### src/rtl/aes_pkg.sv
// ---------------------------------------------------------------------------
// aes_pkg
// Shared definitions for the AES-256 round-key storage path.
//   AES_NUM_RK : number of round keys in an AES-256 schedule (14 rounds + 1)
//   AES_RK_W   : round-key width in bits
//   rk_t       : one round key
//   rk_state_e : capture state of the round-key store
// ---------------------------------------------------------------------------
package aes_pkg;

  localparam int AES_NUM_RK = 15;
  localparam int AES_RK_W   = 128;

  typedef logic [AES_RK_W-1:0] rk_t;

  typedef enum logic [1:0] {
    IDLE  = 2'd0,
    FILL  = 2'd1,
    READY = 2'd2
  } rk_state_e;

endpackage

### src/rtl/aes_rk_regfile.sv
// ---------------------------------------------------------------------------
// aes_rk_regfile
// NUM_RK x RK_W round-key register file with one synchronous write port and
// one registered read port. A read and a write to the same entry in the same
// cycle return the old contents (read-before-write).
//
// Optional feature macro: AES_RK_ZEROIZE_EN adds a `zeroize` input that
// clears every entry and the read register on the next edge.
//
// Ports:
//   clk      in   clock, rising edge
//   rst      in   asynchronous active-high reset; clears storage and rd_data
//   zeroize  in   (AES_RK_ZEROIZE_EN only) synchronous clear, highest priority
//   wr_en    in   write strobe
//   wr_idx   in   write entry index
//   wr_data  in   write data
//   rd_en    in   read strobe; rd_data holds when low
//   rd_idx   in   read entry index
//   rd_data  out  registered read data
// ---------------------------------------------------------------------------
module aes_rk_regfile
  import aes_pkg::*;
#(
  parameter int NUM_RK = AES_NUM_RK,
  parameter int RK_W   = AES_RK_W
) (
  input  logic            clk,
  input  logic            rst,
`ifdef AES_RK_ZEROIZE_EN
  input  logic            zeroize,
`endif
  input  logic            wr_en,
  input  logic [3:0]      wr_idx,
  input  logic [RK_W-1:0] wr_data,
  input  logic            rd_en,
  input  logic [3:0]      rd_idx,
  output logic [RK_W-1:0] rd_data
);

  logic [RK_W-1:0] mem [NUM_RK];

  // Storage and read register share one block: both sample mem before the
  // write lands, which gives read-before-write on a same-index collision.
  always_ff @(posedge clk or posedge rst) begin
    if (rst) begin
      for (int i = 0; i < NUM_RK; i++) mem[i] <= '0;
      rd_data <= '0;
    end
`ifdef AES_RK_ZEROIZE_EN
    else if (zeroize) begin
      for (int i = 0; i < NUM_RK; i++) mem[i] <= '0;
      rd_data <= '0;
    end
`endif
    else begin
      if (wr_en) mem[wr_idx] <= wr_data;
      if (rd_en) rd_data <= mem[rd_idx];
    end
  end

endmodule

### src/rtl/aes_round_key_store.sv
// ---------------------------------------------------------------------------
// aes_round_key_store
// Captures the AES-256 round keys streamed from the key schedule, one key per
// valid beat, and serves them to the round engine by round number with a
// fixed one-cycle read latency. Reads of already-written entries are allowed
// while capture is still running so early rounds can start.
//
// Optional feature macro: AES_RK_ZEROIZE_EN adds a `zeroize` pulse input that
// wipes all keys and rd_key and returns the store to IDLE. It has priority
// over load and rk_in_valid.
//
// Ports:
//   clk          in   clock, rising edge
//   rst          in   asynchronous active-high reset
//   zeroize      in   (AES_RK_ZEROIZE_EN only) wipe pulse
//   load         in   pulse; restart capture at index 0
//   rk_in_valid  in   round-key beat valid
//   rk_in        in   round key for the beat, schedule order
//   rd_en        in   read request
//   rd_idx       in   round index to read (0..NUM_RK-1)
//   rd_key       out  registered read data
//   rd_valid     out  rd_key carries data from a legal read this cycle
//   rd_err       out  pulse; previous cycle's read was rejected
//   ready        out  all NUM_RK keys stored
//   busy         out  capture in progress
//   ovf_err      out  sticky; a beat arrived outside capture
// ---------------------------------------------------------------------------
module aes_round_key_store
  import aes_pkg::*;
#(
  parameter int NUM_RK = AES_NUM_RK,
  parameter int RK_W   = AES_RK_W
) (
  input  logic            clk,
  input  logic            rst,
`ifdef AES_RK_ZEROIZE_EN
  input  logic            zeroize,
`endif
  input  logic            load,
  input  logic            rk_in_valid,
  input  logic [RK_W-1:0] rk_in,
  input  logic            rd_en,
  input  logic [3:0]      rd_idx,
  output logic [RK_W-1:0] rd_key,
  output logic            rd_valid,
  output logic            rd_err,
  output logic            ready,
  output logic            busy,
  output logic            ovf_err
);

  localparam logic [3:0] IDX_LIM  = 4'(NUM_RK);
  localparam logic [3:0] LAST_IDX = 4'(NUM_RK - 1);

  rk_state_e  state;
  logic [3:0] wr_ptr;

  logic       zero_p0;
  logic       wr_en_p0;
  logic       rd_legal_p0;

`ifdef AES_RK_ZEROIZE_EN
  assign zero_p0 = zeroize;
`else
  assign zero_p0 = 1'b0;
`endif

  // ---- stage p0: request decode against current capture state ----
  // A beat is only stored in FILL and only when neither load nor zeroize
  // override it in the same cycle.
  assign wr_en_p0 = rk_in_valid && !load && !zero_p0 && (state == FILL);

  // In FILL only entries already written (below wr_ptr) are readable.
  always_comb begin
    rd_legal_p0 = 1'b0;
    if (rd_en && (rd_idx < IDX_LIM)) begin
      if (state == READY)
        rd_legal_p0 = 1'b1;
      else if ((state == FILL) && (rd_idx < wr_ptr))
        rd_legal_p0 = 1'b1;
    end
  end

  // ---- stage p1: registered FSM, status and read handshake ----
  always_ff @(posedge clk or posedge rst) begin
    if (rst) begin
      state    <= IDLE;
      wr_ptr   <= '0;
      ready    <= 1'b0;
      busy     <= 1'b0;
      ovf_err  <= 1'b0;
      rd_valid <= 1'b0;
      rd_err   <= 1'b0;
    end else begin
      rd_valid <= rd_legal_p0 && !zero_p0;
      rd_err   <= rd_en && !rd_legal_p0 && !zero_p0;

      if (zero_p0) begin
        state  <= IDLE;
        wr_ptr <= '0;
        ready  <= 1'b0;
        busy   <= 1'b0;
      end else if (load) begin
        state   <= FILL;
        wr_ptr  <= '0;
        ready   <= 1'b0;
        busy    <= 1'b1;
        ovf_err <= 1'b0;
      end else if (rk_in_valid) begin
        case (state)
          FILL: begin
            wr_ptr <= wr_ptr + 4'd1;
            if (wr_ptr == LAST_IDX) begin
              state <= READY;
              ready <= 1'b1;
              busy  <= 1'b0;
            end
          end
          default: ovf_err <= 1'b1;
        endcase
      end
    end
  end

  aes_rk_regfile #(
    .NUM_RK (NUM_RK),
    .RK_W   (RK_W)
  ) u_rf (
    .clk     (clk),
    .rst     (rst),
`ifdef AES_RK_ZEROIZE_EN
    .zeroize (zeroize),
`endif
    .wr_en   (wr_en_p0),
    .wr_idx  (wr_ptr),
    .wr_data (rk_in),
    .rd_en   (rd_legal_p0),
    .rd_idx  (rd_idx),
    .rd_data (rd_key)
  );

endmodule

### config.mk
export PLATFORM = sky130hd
export DESIGN_NAME = aes_round_key_store
export DESIGN_NICKNAME = d
export VERILOG_FILES = /design/src/rtl/aes_pkg.sv /design/src/rtl/aes_rk_regfile.sv /design/src/rtl/aes_round_key_store.sv
export SDC_FILE = /design/constraint.sdc
export NUM_CORES = 2
export LEC_CHECK = 0
export CAP_MARGIN = 25
export CORE_ASPECT_RATIO = 0.6
export CORE_MARGIN = 1
export CORE_UTILIZATION = 65
export CTS_BUF_LIST = sky130_fd_sc_hd__clkbuf_8
export DETAILED_ROUTE_END_ITERATION = 6
export PLACE_DENSITY = 0.84
export SLEW_MARGIN = 0
export SYNTH_ARGS = -nofsm -noshare
export SYNTH_HDL_FRONTEND = slang
export SYNTH_SLANG_ARGS = --single-unit
### constraint.sdc
create_clock -name clk -period 97.5 [get_ports clk]
set_clock_uncertainty 0.05 [all_clocks]
set_input_delay 9.75 -clock clk [delete_from_list [all_inputs] [get_ports clk]]
set_output_delay 9.75 -clock clk [all_outputs]
set_load 0.005 [all_outputs]
==> reports/qor.yml <==
run_status:
  status: "finished, violations left"
  violations: "design-rule violations"
setup_path:
  slowest_stage: "buf_4"
  worstSetupPathType: "in -> async"
  crit_chain: "clkdlybuf4s50_1 > inv_8 > buf_12 > buf_4 > buf_12 > buf_4 > buf_16 > buf_4 > buf_16 > buf_4"
  critPathBufInv: 10
  critPathTopFamily: "buffers and inverters"
  slowest_delay_ns: 0.76
  worstPathRequired_ns: 98.48
  path_common_cell: "buf_4"
  path_max_fanout: 182
  cp-end-kind: "async pin"
  cp-start-kind: "input pin"
  arrival_ns: 15.09
clock_tree:
  clock_path_buffers: 4
  cts_resized: 0
  path_clk_slew_ns: 0.06
  worstSkewPairLatency_ns: 1.01
  post-cts-setup-buffer-count: 0
  cts_tree: "built"
  cts-root-buf: "clkbuf_8"
  cts.sinks: 2057
  ctsHoldBuffers: 0
  htree_levels: 5
  cts-buffers-inserted: 310
sta:
  hold_viol: 0
  rsz0062_at_grt: "false"
  worst_pin_slew_ns: 1.140
  setup_tns_ns: 0
  period_needed_ns: 14.11
  fin_crit_sh_pct: 14.47
  slew_viol_final: 0
  setup_viol: 0
  fmax_ghz: 0.07086
  max_slew_margin_pct: 24.02
die:
  die_area_mm2: 0.1445
  coreArea_mm2: 0.1419
  placementRows: 107
  dieHeight_um: 294.8
  die_x_um: 490.1
  initial_core_util_pct: 65.47
  io-pin-count: 270
synth:
  synth_cell_type_count: 32
  synth_nets: 6017
  seq_area_frac_synth_pct: 55.41
  synthTopCellsByArea: "dfrtp_1, mux2_2, mux4_2"
  syn_inst: 5873
  yosysWarnings: 0
  synth-seq-cells: 2057
  synth_top_cell_area_share_pct: 55.41
  avgSynthCellArea_um2: 15.82
  syn_area_mm2: 0.09290
  yosysTopAreaCell: "dfrtp_1"
routing:
  initialDrtViolationCount: 4139
  vias: 52560
  wl_per_cell_um: 27.22
  ant_nets: 0
  routed_via_density: 6.465
  wl_mm: 221.3
  first_pass_iters: 7
  drc: 8
final_layout:
  drive_above_1_share_pct: 46.06
  utilization_pct: 71.89
  area_growth_pct: 9.820
  nets: 6147
global_routing:
  grt_pass1_wl_mm: 345.0
  grt_max_degree: 189
  gr-total-overflow: 0
  track_usage_pct: 31.28
  met2_usage_pct: 49.15
  use_met1_pct: 44.83
  grt_pass1_vias: 56450
  top_usage_layer: "met2"
  grt_use_met3_pct: 5.688
  antenna_found_initial: 36
placement:
  portBuffers: 269
  place.gp.congestion: 0.7515
  dp_hpwl_mm: 121.7
hold_path:
  hp-class: "reg -> reg"
job:
  max_cap_violations: 0
power:
  ir_drop_mv: 0.01290
  total_power_mw: 1.933
  p_leak_nw: 49.72
  p_per_area_mw_per_mm2: 18.95
[sequential cells by signal (all words and copies together), names as in the netlist]
name,flops
rd_valid,1
state,2
ovf_err,1
wr_ptr,4
rd_err,1
u_rf.rd_data,128
u_rf.mem,1920
[final cells by class]
class                      count  area (um2)
sequential                  2057       51470
clock buffer                 383        5271
fill                        9019       39880
clock inverter               131       694.4
inverter                     135       514.2
timing repair buffer         371        3781
antenna                       18       45.04
multi-input combinational   3128       37860
tap                         1907        2386
[cell families (layout without fill, tap and decap cells)]
family                     after synthesis  count (layout)  synth area share (%)
AOI/OAI and AO/OA                      391             391                 2.987
xor gates and xnor gates                 3               3               0.02829
adders and majority gates                7               7               0.09427
buffers and inverters                  688            1020                 3.982
DFF                                   2057            2057                 55.41
muxes                                 2688            2688                 37.29
other                                    0              18                     0
and+or+nand+nor                         39              39                0.2155
[power breakdown]
group / leakage (nW) / internal (mW) / switching, mW
sequential: 27.8 / 0.943 / 0.0530
combinational: 18.5 / 0.142 / 0.101
clock: 3.46 / 0.368 / 0.326
total: 49.7 / 1.45 / 0.480
[stage by stage]
step / setup WS (ns) / hold slack (ns) / cell area (um2) / cells
floorplan: 29.60 / 0.4135 / 92900 / 5873
global placement: 81.48 / 0.4231 / 95690 / 7586
detailed placement: 81.37 / 0.4309 / 95820 / 7591
CTS: 82.46 / 0.4441 / 101800 / 8105
global route: 82.54 / 0.4506 / 102000 / 8128
finish: 83.39 / 0.4412 / 102000 / 8130
[synthesized netlist by cell type]
library cell     n
a2111oi_2        1
a21oi_1          2
and2_1           2
and2_4           3
and2b_1          1
and3b_1          1
buf_1           26
buf_2           98
buf_4          185
buf_6           40
clkbuf_1       204
dfrtp_1       2057
ha_1             7
inv_1          135
mux2_1         120
mux2_2        1830
mux2_4          98
mux2i_1        256
mux4_2         384
nand2_1         14
nand2b_1         1
nand3_1          2
nand3_2          1
nand4_1          2
nor2_1          11
nor3b_2          1
o211ai_1       130
o21a_1           1
o21ai_0        101
o21ai_1         28
o221ai_1       128
xnor2_1          3
[path summary, 6_finish.rpt]
| kind | from | end | slack, ns | depth (start not counted) |
|---|---|---|---|---|
| setup / recovery | rst | u_rf.mem[699] | 83.39 | 10 |
| hold / removal | u_rf.mem[166] | u_rf.mem[166] | 0.44 | 1 |
| setup reg to reg | state[1] | u_rf.mem[1458] | 93.22 | 7 |
| hold reg to reg | u_rf.mem[166] | u_rf.mem[166] | 0.44 | 1 |
| max in group clk | rd_idx[1] | u_rf.rd_data[61] | 84.21 | 8 |
| min in group asynchronous | rst | u_rf.mem[1154] | 9.26 | 2 |
[metal layers]
layer,vias to the layer above,share of wire (%),routed length [um]
met1,28520,44,96890
met5,-,0.086,190
met2,1546,48,106200
li1,22090,-,-
met3,380,5.9,12980
met4,26,2.3,5044
[cells in the final DEF (no fill, tap or decap), types with 3 or more instances in the layout]
cell type	netlist	routed
o21ai_0	101	101
mux2_1	120	120
mux2_2	1830	1830
xnor2_1	3	3
ha_1	7	7
clkdlybuf4s50_1	0	265
buf_12	0	5
buf_8	0	4
o21ai_1	28	28
clkinv_2	0	26
o221ai_1	128	128
dfrtp_1	2057	2057
nor2_1	11	11
o211ai_1	130	130
buf_4	185	85
nand2_4	0	12
mux2i_1	256	256
and2_4	3	3
mux4_2	384	384
clkbuf_8	0	383
inv_1	135	230
diode_2	0	18
mux2_4	98	98
buf_16	0	12
bufinv_16	0	6
nand3_4	0	3
Power figures use the tool's default switching activity.
